[config.mk]
export PLATFORM = sky130hd
export DESIGN_NAME = latch_drv
export DESIGN_NICKNAME = d
export VERILOG_FILES = /design/src/rtl/latch_drv.sv
export SDC_FILE = /design/constraint.sdc
export NUM_CORES = 1
export LEC_CHECK = 0
export CELL_PAD_IN_SITES_DETAIL_PLACEMENT = 0
export CELL_PAD_IN_SITES_GLOBAL_PLACEMENT = 1
export CORE_MARGIN = 3
export CORE_UTILIZATION = 25
export DETAILED_ROUTE_END_ITERATION = 12
export PLACE_DENSITY_LB_ADDON = 0.1
export RECOVER_POWER = 50
export SYNTH_ARGS = -nofsm -noshare
export SYNTH_HDL_FRONTEND = slang
export SYNTH_SLANG_ARGS = --single-unit
[constraint.sdc]
create_clock -name clk -period 1.7 [get_ports clk]
set_input_delay 0.255 -clock clk [delete_from_list [all_inputs] [get_ports clk]]
set_output_delay 0.255 -clock clk [all_outputs]
set_load 0.005 [all_outputs]
[src/rtl/latch_drv.sv]
// latch_drv -- write-side driver/checker for a transparent, level-sensitive
// cross-coupled-NAND latch (pins clk, d, q, qb).
//
// A word accepted on start is written into the latch one bit at a time, LSB
// first. Each bit runs SETUP -> OPEN -> HOLD -> SAMPLE. lat_d moves only on
// entry to SETUP. lat_en is high only in OPEN. As a result lat_d is stable for
// SETUP_CYC cycles before the enable opens and for HOLD_CYC+1 cycles after it
// closes. In SAMPLE the q/qb pair is read back and checked against the bit
// just written.
//
// Ports:
//   clk      in   clock, rising edge
//   rst      in   synchronous active-high reset
//   start    in   write request, honoured only in IDLE
//   data_in  in   [WIDTH] word to write, captured on the accepted start
//   lat_en   out  latch clk pin (enable)
//   lat_d    out  latch d pin
//   lat_q    in   latch q readback
//   lat_qb   in   latch qb readback
//   busy     out  high from SETUP of bit 0 through SAMPLE of the last bit
//   done     out  one-cycle pulse when the word is complete
//   rdata    out  [WIDTH] bits read back from lat_q
//   err      out  sticky per-word error (q==qb, or q differs from written bit)
//   err_cnt  out  [8] saturating count of failing SAMPLE cycles across all
//                 words, cleared only by rst (present only when
//                 LATCH_DRV_ERRCNT_EN is defined)
//
// Optional feature macro: LATCH_DRV_ERRCNT_EN
module latch_drv #(
  parameter int WIDTH     = 8,
  parameter int SETUP_CYC = 1,
  parameter int OPEN_CYC  = 2,
  parameter int HOLD_CYC  = 1
) (
  input  logic             clk,
  input  logic             rst,
  input  logic             start,
  input  logic [WIDTH-1:0] data_in,
  output logic             lat_en,
  output logic             lat_d,
  input  logic             lat_q,
  input  logic             lat_qb,
  output logic             busy,
  output logic             done,
  output logic [WIDTH-1:0] rdata,
  output logic             err
`ifdef LATCH_DRV_ERRCNT_EN
  ,
  output logic [7:0]       err_cnt
`endif
);

  localparam int MAX_CYC = (SETUP_CYC > OPEN_CYC)
                         ? ((SETUP_CYC > HOLD_CYC) ? SETUP_CYC : HOLD_CYC)
                         : ((OPEN_CYC  > HOLD_CYC) ? OPEN_CYC  : HOLD_CYC);
  localparam int CW = $clog2(MAX_CYC) + 1;
  localparam int IW = (WIDTH > 1) ? $clog2(WIDTH) : 1;

  typedef enum logic [2:0] {
    S_IDLE,
    S_SETUP,
    S_OPEN,
    S_HOLD,
    S_SAMPLE,
    S_DONE
  } state_e;

  state_e           state_q, state_d;
  logic [CW-1:0]    phase_q, phase_d;
  logic [IW-1:0]    idx_q, idx_d;
  logic [WIDTH-1:0] shift_q, shift_d;
  logic             lat_en_q, lat_en_d;
  logic             lat_d_q, lat_d_d;
  logic             busy_q, busy_d;
  logic             done_q, done_d;
  logic [WIDTH-1:0] rdata_q, rdata_d;
  logic             err_q, err_d;
  logic             bit_fail;
  logic [WIDTH-1:0] shift_nxt;
`ifdef LATCH_DRV_ERRCNT_EN
  logic [7:0]       err_cnt_q, err_cnt_d;
`endif

  // shift_q[0] is always the bit currently being written.
  assign shift_nxt = shift_q >> 1;

  always_comb begin
    state_d   = state_q;
    phase_d   = phase_q;
    idx_d     = idx_q;
    shift_d   = shift_q;
    lat_en_d  = lat_en_q;
    lat_d_d   = lat_d_q;
    busy_d    = busy_q;
    done_d    = 1'b0;
    rdata_d   = rdata_q;
    err_d     = err_q;
    bit_fail  = 1'b0;
`ifdef LATCH_DRV_ERRCNT_EN
    err_cnt_d = err_cnt_q;
`endif
    unique case (state_q)
      S_IDLE: begin
        lat_en_d = 1'b0;
        if (start) begin
          shift_d = data_in;
          lat_d_d = data_in[0];
          rdata_d = '0;
          err_d   = 1'b0;
          idx_d   = '0;
          phase_d = '0;
          busy_d  = 1'b1;
          state_d = S_SETUP;
        end
      end
      S_SETUP: begin
        if (phase_q == CW'(SETUP_CYC - 1)) begin
          phase_d  = '0;
          lat_en_d = 1'b1;
          state_d  = S_OPEN;
        end else begin
          phase_d = phase_q + CW'(1);
        end
      end
      S_OPEN: begin
        if (phase_q == CW'(OPEN_CYC - 1)) begin
          phase_d  = '0;
          lat_en_d = 1'b0;
          state_d  = S_HOLD;
        end else begin
          phase_d = phase_q + CW'(1);
        end
      end
      S_HOLD: begin
        if (phase_q == CW'(HOLD_CYC - 1)) begin
          phase_d = '0;
          state_d = S_SAMPLE;
        end else begin
          phase_d = phase_q + CW'(1);
        end
      end
      S_SAMPLE: begin
        rdata_d[idx_q] = lat_q;
        // q==qb is an illegal latch state; q!=d is a wrong value.
        bit_fail = (lat_q == lat_qb) || (lat_q != shift_q[0]);
        if (bit_fail) begin
          err_d = 1'b1;
        end
`ifdef LATCH_DRV_ERRCNT_EN
        if (bit_fail && (err_cnt_q != 8'hFF)) begin
          err_cnt_d = err_cnt_q + 8'd1;
        end
`endif
        if (idx_q == IW'(WIDTH - 1)) begin
          busy_d  = 1'b0;
          done_d  = 1'b1;
          state_d = S_DONE;
        end else begin
          idx_d   = idx_q + IW'(1);
          shift_d = shift_nxt;
          lat_d_d = shift_nxt[0];
          state_d = S_SETUP;
        end
      end
      S_DONE: begin
        state_d = S_IDLE;
      end
      default: begin
        state_d = S_IDLE;
      end
    endcase
  end

  always_ff @(posedge clk) begin
    if (rst) begin
      state_q   <= S_IDLE;
      phase_q   <= '0;
      idx_q     <= '0;
      shift_q   <= '0;
      lat_en_q  <= 1'b0;
      lat_d_q   <= 1'b0;
      busy_q    <= 1'b0;
      done_q    <= 1'b0;
      rdata_q   <= '0;
      err_q     <= 1'b0;
`ifdef LATCH_DRV_ERRCNT_EN
      err_cnt_q <= 8'd0;
`endif
    end else begin
      state_q   <= state_d;
      phase_q   <= phase_d;
      idx_q     <= idx_d;
      shift_q   <= shift_d;
      lat_en_q  <= lat_en_d;
      lat_d_q   <= lat_d_d;
      busy_q    <= busy_d;
      done_q    <= done_d;
      rdata_q   <= rdata_d;
      err_q     <= err_d;
`ifdef LATCH_DRV_ERRCNT_EN
      err_cnt_q <= err_cnt_d;
`endif
    end
  end

  assign lat_en = lat_en_q;
  assign lat_d  = lat_d_q;
  assign busy   = busy_q;
  assign done   = done_q;
  assign rdata  = rdata_q;
  assign err    = err_q;
`ifdef LATCH_DRV_ERRCNT_EN
  assign err_cnt = err_cnt_q;
`endif

endmodule

==> metrics.cfg <==
[timing]
fmaxAchievable_mhz=642
slew_headroom_pct=56.0
setup_viol=0
finalWorstSetupSlack_ps=142
final.setup_skew_ps=9.65
hold_violations=0
slew_violations=0
fin_crit_sh_pct=91.7
min_period_ps=1560
tightestPinTransition_ps=659
rsz0062_at_grt=true

[worst_setup_path]
crit_family=adder cells
cpMostUsedCell=ha_1
start_kind=flop
crit_arrival_ps=1750
crit_path_end_kind=flop
crit_start=idx_q[1]
critPathSlowestCell=dfxtp_1
path_class=flop to flop
path_buf_inv=1
crit_path_cell_trace=ha_1 > ha_1 > buf_4 > nor2_1 > o2bb2ai_1 > a211oi_1
cp_max_fo=6
slowest_delay_ps=410
rr_startpoint=idx_q[1]
worstPathRequired_ps=1890

[power_and_ir_drop]
share_seq_of_total_power_pct=51.3
internal-power_w=0.00104
p_clk_share_pct=29.4
ir_drop_mv=0.329
combPwrFrac_pct=19.3
netSwitchingFraction_pct=27.3
p_leak_nw=0.666
cellPowerDensity_nw_per_um2=773
power_switching_w=0.000390
total_power_w=0.00143

[clock_tree]
cts-root-buf=clkbuf_8
cts_setup_buffers=0
clk_pin_slew_ps=100
htreeDepth=1
clock_path_buffers=2
cts_inserted_buffers=3
clock_sinks=28
clk-insertion-delay-late_ps=280
cts_tree=built

[final_layout]
layout_commonest_cell=dfxtp_1
area_delta_synth_final_pct=28.1
nets=206
layout_common_cells=28 x dfxtp_1, 15 x nand2_1, 13 x dlygate4sd3_1
diodes=0
fin_util_pct=34.5
drive_gt1_share_pct=11.8

[floorplanning]
ios=26
initial_core_util_pct=27.0
fp-row-count=26
die_w_um=81.9
fp.dieArea_um2=6700
core_area_um2=5340
die_h_um=81.9

[run]
drv_cap=0

[min_path]
min_path_type=flop to flop
hp-start=shift_q[7]

[grt]
antenna_found_initial=0
grt_max_degree=20
grt_first_pass_wirelength_mm=6.35
grt_pass1_vias=1320
gr-total-overflow=0
grt_usage_pct=12.1

[yosys]
yosysWarnings=0
syn_area_um2=1440
avgSynthCellArea_um2=8.99
synth_seq_cells=28
ys_types=38
seq_area_frac_synth_pct=39.0
syn-num-nets=179
synthCells=160

[drt]
drc=0
vias=1322
avgViaCountPerCell=5.16
first_pass_iters=4
drt-wirelength-per-cell_um=14.8
drt_iter0_drc=35
wl_mm=3.78
drtAntennaViolNets=0

[place]
pre_cts_ws_ps=6.26
port_buffers=25
dp_hpwl_mm=2.79
place.gp.congestion=0.758

[status]
run_status=complete, no violations

==> cells by family (layout without fill, tap and decap cells) <==
logic type / Yosys count / after routing / synth area share (%)
AOI/OAI and AO/OA: 55 / 55 / 27.7
xor gates and xnor gates: 1 / 1 / 0.609
and+or+nand+nor: 55 / 55 / 22.4
adders and majority gates: 6 / 6 / 5.22
DFF: 28 / 28 / 39.0
buffers and inverters: 15 / 41 / 5.13
==> cells in the mapped netlist <==
cell	count	area (um^2)
a211oi_1	7	52.6
nor3b_1	3	22.5
and4bb_2	1	12.5
buf_4	1	7.51
xor2_1	1	8.76
nor2b_1	5	31.3
buf_6	1	11.3
o2bb2ai_1	7	61.3
clkbuf_1	5	18.8
nand2_1	15	56.3
or4b_1	1	10.0
a21oi_1	10	50.1
or3b_2	2	17.5
or2_2	2	12.5
inv_1	3	11.3
nor4b_2	1	15.0
nor3_1	3	15.0
o31ai_1	4	30.0
nand3b_1	3	22.5
dfxtp_1	28	561
nand4bb_1	1	11.3
nor2_4	1	11.3
a21o_1	3	22.5
nor4b_1	1	8.76
nand4b_1	1	8.76
buf_2	5	25.0
nand2b_1	2	12.5
ha_1	6	75.1
nand3_1	1	5.00
o21bai_1	2	15.0
and2_1	1	6.26
a31oi_1	7	43.8
a41oi_1	1	8.76
and2_0	1	6.26
nor2_1	10	37.5
o21ai_0	5	25.0
a21oi_2	1	8.76
a32o_1	8	80.1
==> stage by stage <==
| stage | TNS, ps | hold slack, ps | instances | cell area, um^2 |
|---|---|---|---|---|
| detailed placement | 0 | 471 | 252 | 1780 |
| finish | 0 | 478 | 256 | 1840 |
| CTS | 0 | 488 | 256 | 1840 |
| floorplan | 0 | 407 | 160 | 1440 |
| global placement | 0 | 468 | 252 | 1780 |
| global route | -43.4 | 526 | 256 | 1840 |
==> power groups by stage <==
stage                     combinational, W  sequential, W  clock (W)
after floorplan                   0.000198       0.000727          0
after global placement            0.000275       0.000745          0
after detailed placement          0.000280       0.000746          0
after CTS                         0.000281       0.000731   0.000449
after global routing              0.000304       0.000739   0.000475
final                             0.000275       0.000731   0.000419
==> layer usage <==
layer	part of all wire [%]	vias to the layer above	GRT usage [%]
met2	47	17	20.7
met5	0	-	0
met4	1.2	0	4.15
met3	3.2	4	2.30
met1	48	651	15.2
li1	-	650	-
==> worst register-to-register path, cell delays in order, from the launching register on <==
cell and delay (ps):
dfxtp_1 410, ha_1 180, ha_1 280, buf_4 190, nor2_1 50, o2bb2ai_1 110, a211oi_1 250
==> final cells by class <==
cell class	count	area [um^2]
clock buffers	4	55.1
fillers	596	3490
inverters	3	11.3
multi-input cells	117	811
flip-flops and latches	28	561
well taps	70	87.6
repair buffers	34	318
==> path summary, 6_finish.rpt <==
check	slack [ps]	endpoint	depth (start not counted)
max reg2reg	140	shift_q[2]	6
max	140	shift_q[2]	6
min reg2reg	480	shift_q[7]	2
min	480	shift_q[7]	2
==> timing repair <==
item	in CTS	in global routing
endpoints found under the setup margin	0	6
resized for setup	0	1
hold buffers	0	0
==> sequential cells by signal (all words and copies together) (netlist names) <==
| signal | cells |
|---|---|
| busy | 1 |
| done | 1 |
| err | 1 |
| idx_q | 3 |
| lat_en | 1 |
| phase_q | 2 |
| rdata | 8 |
| shift_q | 8 |
| state_q | 3 |
Note: power is estimated with default switching activity, not from simulation.
==> RTL change 1 (same flow settings) <==
Take the reset off `shift_q` and load it in a clocked block of its own.
--- a/src/rtl/latch_drv.sv
+++ b/src/rtl/latch_drv.sv
@@ -178,3 +178,2 @@
       idx_q     <= '0;
-      shift_q   <= '0;
       lat_en_q  <= 1'b0;
@@ -192,3 +191,2 @@
       idx_q     <= idx_d;
-      shift_q   <= shift_d;
       lat_en_q  <= lat_en_d;
@@ -205,2 +203,6 @@
 
+  always_ff @(posedge clk) begin
+    shift_q <= shift_d;
+  end
+
   assign lat_en = lat_en_q;
Check against the original RTL: same outputs for any inputs over 10 cycles, from zero or initial values and one cycle with rst high; that may be too few to reach the edited logic, so the function may still have changed.
==> RTL change 1 against the unedited design <==
Worst setup slack worse by 0.047 ns. Cell area up 5.8%. Power up 33%. Synthesized area down 1.1%. Synthesized cell count down 5.6%. Sequential cell count up 1. Routed wire length down 7.4%.
==> RTL change 1: results (changes against the unedited design) <==
stage,metric,value,unit,change
run_status,status,"complete, no violations",,unchanged
critical_path,largest fanout on the critical path,4,,was 6
cts,Clock transition at path regs,0.06,ns,was 0.10 ns
synth,Post-synth EDFFs,8,,was 0
routing,routed length per instance,13.3,um,was 14.8 um
synth,Post-Syn Nets,170,,was 179
placement,gpl congestion,0.713,,was 0.758
critical_path,"delay-heaviest family, CP",simple AND/OR/NAND/NOR gates,,was adder cells
placement,Final HPWL DP,2.63,mm,was 2.79 mm
synth,commonest cells in the synthesized netlist,"nand2_1, dfxtp_1, a21oi_1, a32o_1, edfxtp_1",,"was dfxtp_1, nand2_1, a21oi_1, nor2_1, a32o_1"
sta,Rel. slew slack,71.9,%,was 56.0%
min_path,Hold Crit Endpoint,err$_SDFFE_PP0P_,,was shift_q[7]$_SDFFE_PP0P_
grt,vias in the first global route,1244,,was 1320
cts,Inserted Clock Buffers,5,,was 3
critical_path,worst-case reg-to-reg path depth,5,,was 6
grt,global-route wire length before repair,5.78,mm,was 6.35 mm
critical_path,Startpoint Class,flip-flop,,unchanged
grt,GRT Overall Usage,11.6,%,was 12.1%
power,Worst VDD drop,0.456,mV,was 0.329 mV
final_layout,Final nets,212,,was 206
synth,ranking of synthesized cells by area,"dfxtp_1, edfxtp_1, nand2_1",,"was dfxtp_1, a32o_1, ha_1"
critical_path,r2r startpoint,phase_q[1]$_SDFFE_PP0P_,,was idx_q[1]$_SDFFE_PP0P_
cts,H-tree levels,2,,was 1
power,P_int,1400,uW,was 1040 uW
final_layout,fill count,561,,was 596
power,Comb power frac,19.0,%,was 19.3%
final_layout,share of cells above drive strength 1,15.5,%,was 11.8%
min_path,HP Start,err$_SDFFE_PP0P_,,was shift_q[7]$_SDFFE_PP0P_
sta,Final Skew,0.00201,ns,was 0.00965 ns
critical_path,Worst path max stage delay,0.62,ns,was 0.41 ns
cts,Clk Tree Root Cell,clkbuf_8,,unchanged
grt,largest net degree at the start of global routing,14,,was 20
synth,Yosys top cell area share,29.6,%,was 39.0%
synth,sequential-to-total area share from yosys stat,46.4,%,was 39.0%
routing,vias per std cell,4.73,,was 5.16
critical_path,"Slowest-stage cell, CP",or4b_2,,was dfxtp_1
RTL change 1: cell types whose count changed in the layout (fill, tap and decap cells not counted), sizes merged, moves of 4 or more:
cell / before / now
dfxtp: 28 / 21
o31ai: 4 / 0
a31oi: 7 / 1
o2bb2ai: 7 / 0
edfxtp: 0 / 8
nor2: 11 / 5
buf: 9 / 15
a211oi: 7 / 1
clkbuf: 4 / 10
nand2: 15 / 36
RTL change 1: area by class of cell:
type                    instances  area (um2)  area share (%)
well taps                      70        87.6            4.49
clock buffers                   6        72.6            3.72
clock inverters                 2        33.8            1.73
multi-input cells             110         704            36.1
repair buffers                 44         378            19.4
inverters                       3        11.3           0.577
flip-flops and latches         29         663            34.0
RTL change 1: stage by stage:
stage	hold slack (ns)	instances	total power (uW)	setup slack, ns	cell area, um2
final	0.452	264	1900	0.0946	1950
after global routing	0.474	264	2020	0.0376	1950
after CTS	0.458	264	1950	0.0566	1960
after detailed placement	0.449	256	1250	-0.0750	1860
after global placement	0.441	256	1240	-0.0593	1860
after floorplan	0.324	151	1070	0.157	1420
RTL change 1: cell families after synthesis:
family	share of synthesized area [%]
and+or+nand+nor	28.8
AOI/OAI and AO/OA	14.9
DFF	46.4
buffers and inverters	3.96
adders and majority gates	5.28
xor gates and xnor gates	0.616
RTL change 1: worst register-to-register path: stages (launching register included):
cell,delay [ns]
dfxtp_2,0.35
inv_1,0.06
ha_1,0.20
or4b_2,0.62
a21o_1,0.18
a21oi_1,0.13
RTL change 1: layer usage:
layer  track usage, %  up-vias  share of wire [%]
li1                 -      621                  -
met5                0        -                  0
met3             3.29        8                5.1
met1             14.8      595                 48
met4             5.57        0                1.8
met2             17.8       24                 45
RTL change 1: what timing repair did:
item,4_1_cts,5_1_grt
endpoints found under the hold margin,0,0
endpoints found under the setup margin,0,2
resized for setup,0,3
==> RTL change 2 (same settings) <==
Without the edit above. Add a define of `LATCH_DRV_ERRCNT_EN`.
--- a/src/rtl/latch_drv.sv
+++ b/src/rtl/latch_drv.sv
@@ -28,2 +28,4 @@
 // Optional feature macro: LATCH_DRV_ERRCNT_EN
+`define LATCH_DRV_ERRCNT_EN
+
 module latch_drv #(
Behaviour (old outputs only; new: err_cnt): unchanged (Yosys induction, for registers that start in step).
==> RTL change 2 against the unedited design <==
Synthesized cell count rose by 26%. Sequential cell count up 8. Routed wire length increased by 16%. Cell area up 34%. Worst setup slack got worse by 0.039 ns. Via count grew 21%. Synthesized area increased by 21%. Critical endpoint is now shift_q[5]$_SDFFE_PP0P_. Critical path type unchanged. Highest routed layer unchanged. Fmax decreased by 2.4%.
Power is not compared: it rests on default switching activity, and its combinational part moved more than twofold at a synthesized area within 25%.
==> RTL change 2: results (changes against the unedited design) <==
stage,metric,value,unit,change
routing,Met2 Routed Length,1.92,mm,was 1.78 mm
critical_path,"delay-heaviest family, CP",buffers and inverters,,was adder cells
synth,commonest cells in the synthesized netlist,"dfxtp_1, nand2_1, nor2_1, a21oi_1, clkbuf_1",,"was dfxtp_1, nand2_1, a21oi_1, nor2_1, a32o_1"
final_layout,register area,723,um2,was 561 um2
grt,GRT Overall Usage,11.6,%,was 12.1%
sta,Final Skew,0.00608,ns,was 0.00965 ns
final_layout,fill count,684,,was 596
grt,vias in the first global route,1510,,was 1320
placement,pre-CTS setup slack,-0.239,ns,was 0.00626 ns
synth,ranking of synthesized cells by area,"dfxtp_1, nand2_1, ha_1",,"was dfxtp_1, a32o_1, ha_1"
sta,Rel. slew slack,75.9,%,was 56.0%
placement,I/O Buffers,33,,was 25
routing,vias per std cell,4.77,,was 5.16
grt,met1 global-route usage,15.8,%,was 15.2%
cts,H-tree levels,2,,was 1
grt,GRT met2 Usage,17.4,%,was 20.7%
placement,gpl congestion,0.708,,was 0.758
run_status,status,"complete, no violations",,unchanged
min_path,HP Class,flip-flop to flip-flop,,unchanged
routing,M1 WL,2.25,mm,was 1.83 mm
critical_path,Worst path max stage delay,0.34,ns,was 0.41 ns
placement,Final HPWL DP,3.23,mm,was 2.79 mm
power,Switching Fraction,30.8,%,
placement,Placed Area,2330,um2,was 1780 um2
grt,largest net degree at the start of global routing,17,,was 20
grt,GRT met3 Usage,2.76,%,was 2.30%
routing,routed length per instance,13.0,um,was 14.8 um
placement,placed cell count,329,,was 252
routing,final wirelength,4.37,mm,was 3.78 mm
final_layout,Final nets,280,,was 206
critical_path,"Slowest-stage cell, CP",dfxtp_2,,was dfxtp_1
synth,Post-Syn Nets,222,,was 179
cts,maximum root-to-sink buffer count,2,,unchanged
synth,sequential-to-total area share from yosys stat,41.5,%,was 39.0%
cts,Clock transition at path regs,0.07,ns,was 0.10 ns
synth,distinct cell type count after synthesis,43,,was 38
power,Worst VDD drop,0.304,mV,
routing,initial drt markers,48,,was 35
cts,Inserted Clock Buffers,5,,was 3
grt,global-route wire length before repair,7.08,mm,was 6.35 mm
synth,Mean Syn Cell Area,8.60,um2,was 8.99 um2
critical_path,CP Data Arrival Time,1.80,ns,was 1.75 ns
routing,metal3 WL,157,um,was 120 um
final_layout,share of cells above drive strength 1,18.8,%,was 11.8%
grt,initial antenna violation count,0,,unchanged
-- RTL change 2: power groups by stage --
| stage | registers (uW) | clock network (uW) | logic, uW |
|---|---|---|---|
| 2_1_floorplan | 1010 | 0 | 386 |
| 3_3_place_gp | 1020 | 0 | 660 |
| 3_5_place_dp | 1020 | 0 | 654 |
| 4_1_cts | 1000 | 612 | 676 |
| 5_1_grt | 1010 | 649 | 770 |
| 6_report | 1000 | 583 | 690 |
-- RTL change 2: timing repair --
item,in CTS,in global routing
setup buffers,0,1
hold buffers,0,0
setup endpoints to repair,4,10
resized for setup,1,8
pin swaps,0,6
-- RTL change 2: logic make-up after synthesis --
group | Yosys count | synth area share, %
AND/OR/NAND/NOR | 87 | 26.0
multiplexers | 9 | 5.40
flip-flops | 36 | 41.5
buffers and inverters | 21 | 5.12
XOR/XNOR | 1 | 0.504
adder cells (fa/ha/maj) | 7 | 5.04
AO/OA/AOI/OAI | 41 | 16.4
-- RTL change 2: area by class of cell --
class	instances	share of cell area, %
clock buffers	6	2.94
clock inverters	1	0.203
inverters	7	1.07
multi-input cells	145	39.1
flip-flops and latches	36	29.3
well taps	77	3.91
repair buffers	65	23.5
-- RTL change 2: path summary, 6_finish.rpt --
check / from / to / slack [ns] / cells past startpoint
setup / recovery: state_q[0]$_SDFFE_PP0P_ / shift_q[5]$_SDFFE_PP0P_ / 0.10 / 7
hold / removal: rdata[3]$_SDFFE_PP0P_ / rdata[3]$_SDFFE_PP0P_ / 0.45 / 2
setup reg to reg: state_q[0]$_SDFFE_PP0P_ / shift_q[5]$_SDFFE_PP0P_ / 0.10 / 7
hold reg to reg: rdata[3]$_SDFFE_PP0P_ / rdata[3]$_SDFFE_PP0P_ / 0.45 / 2
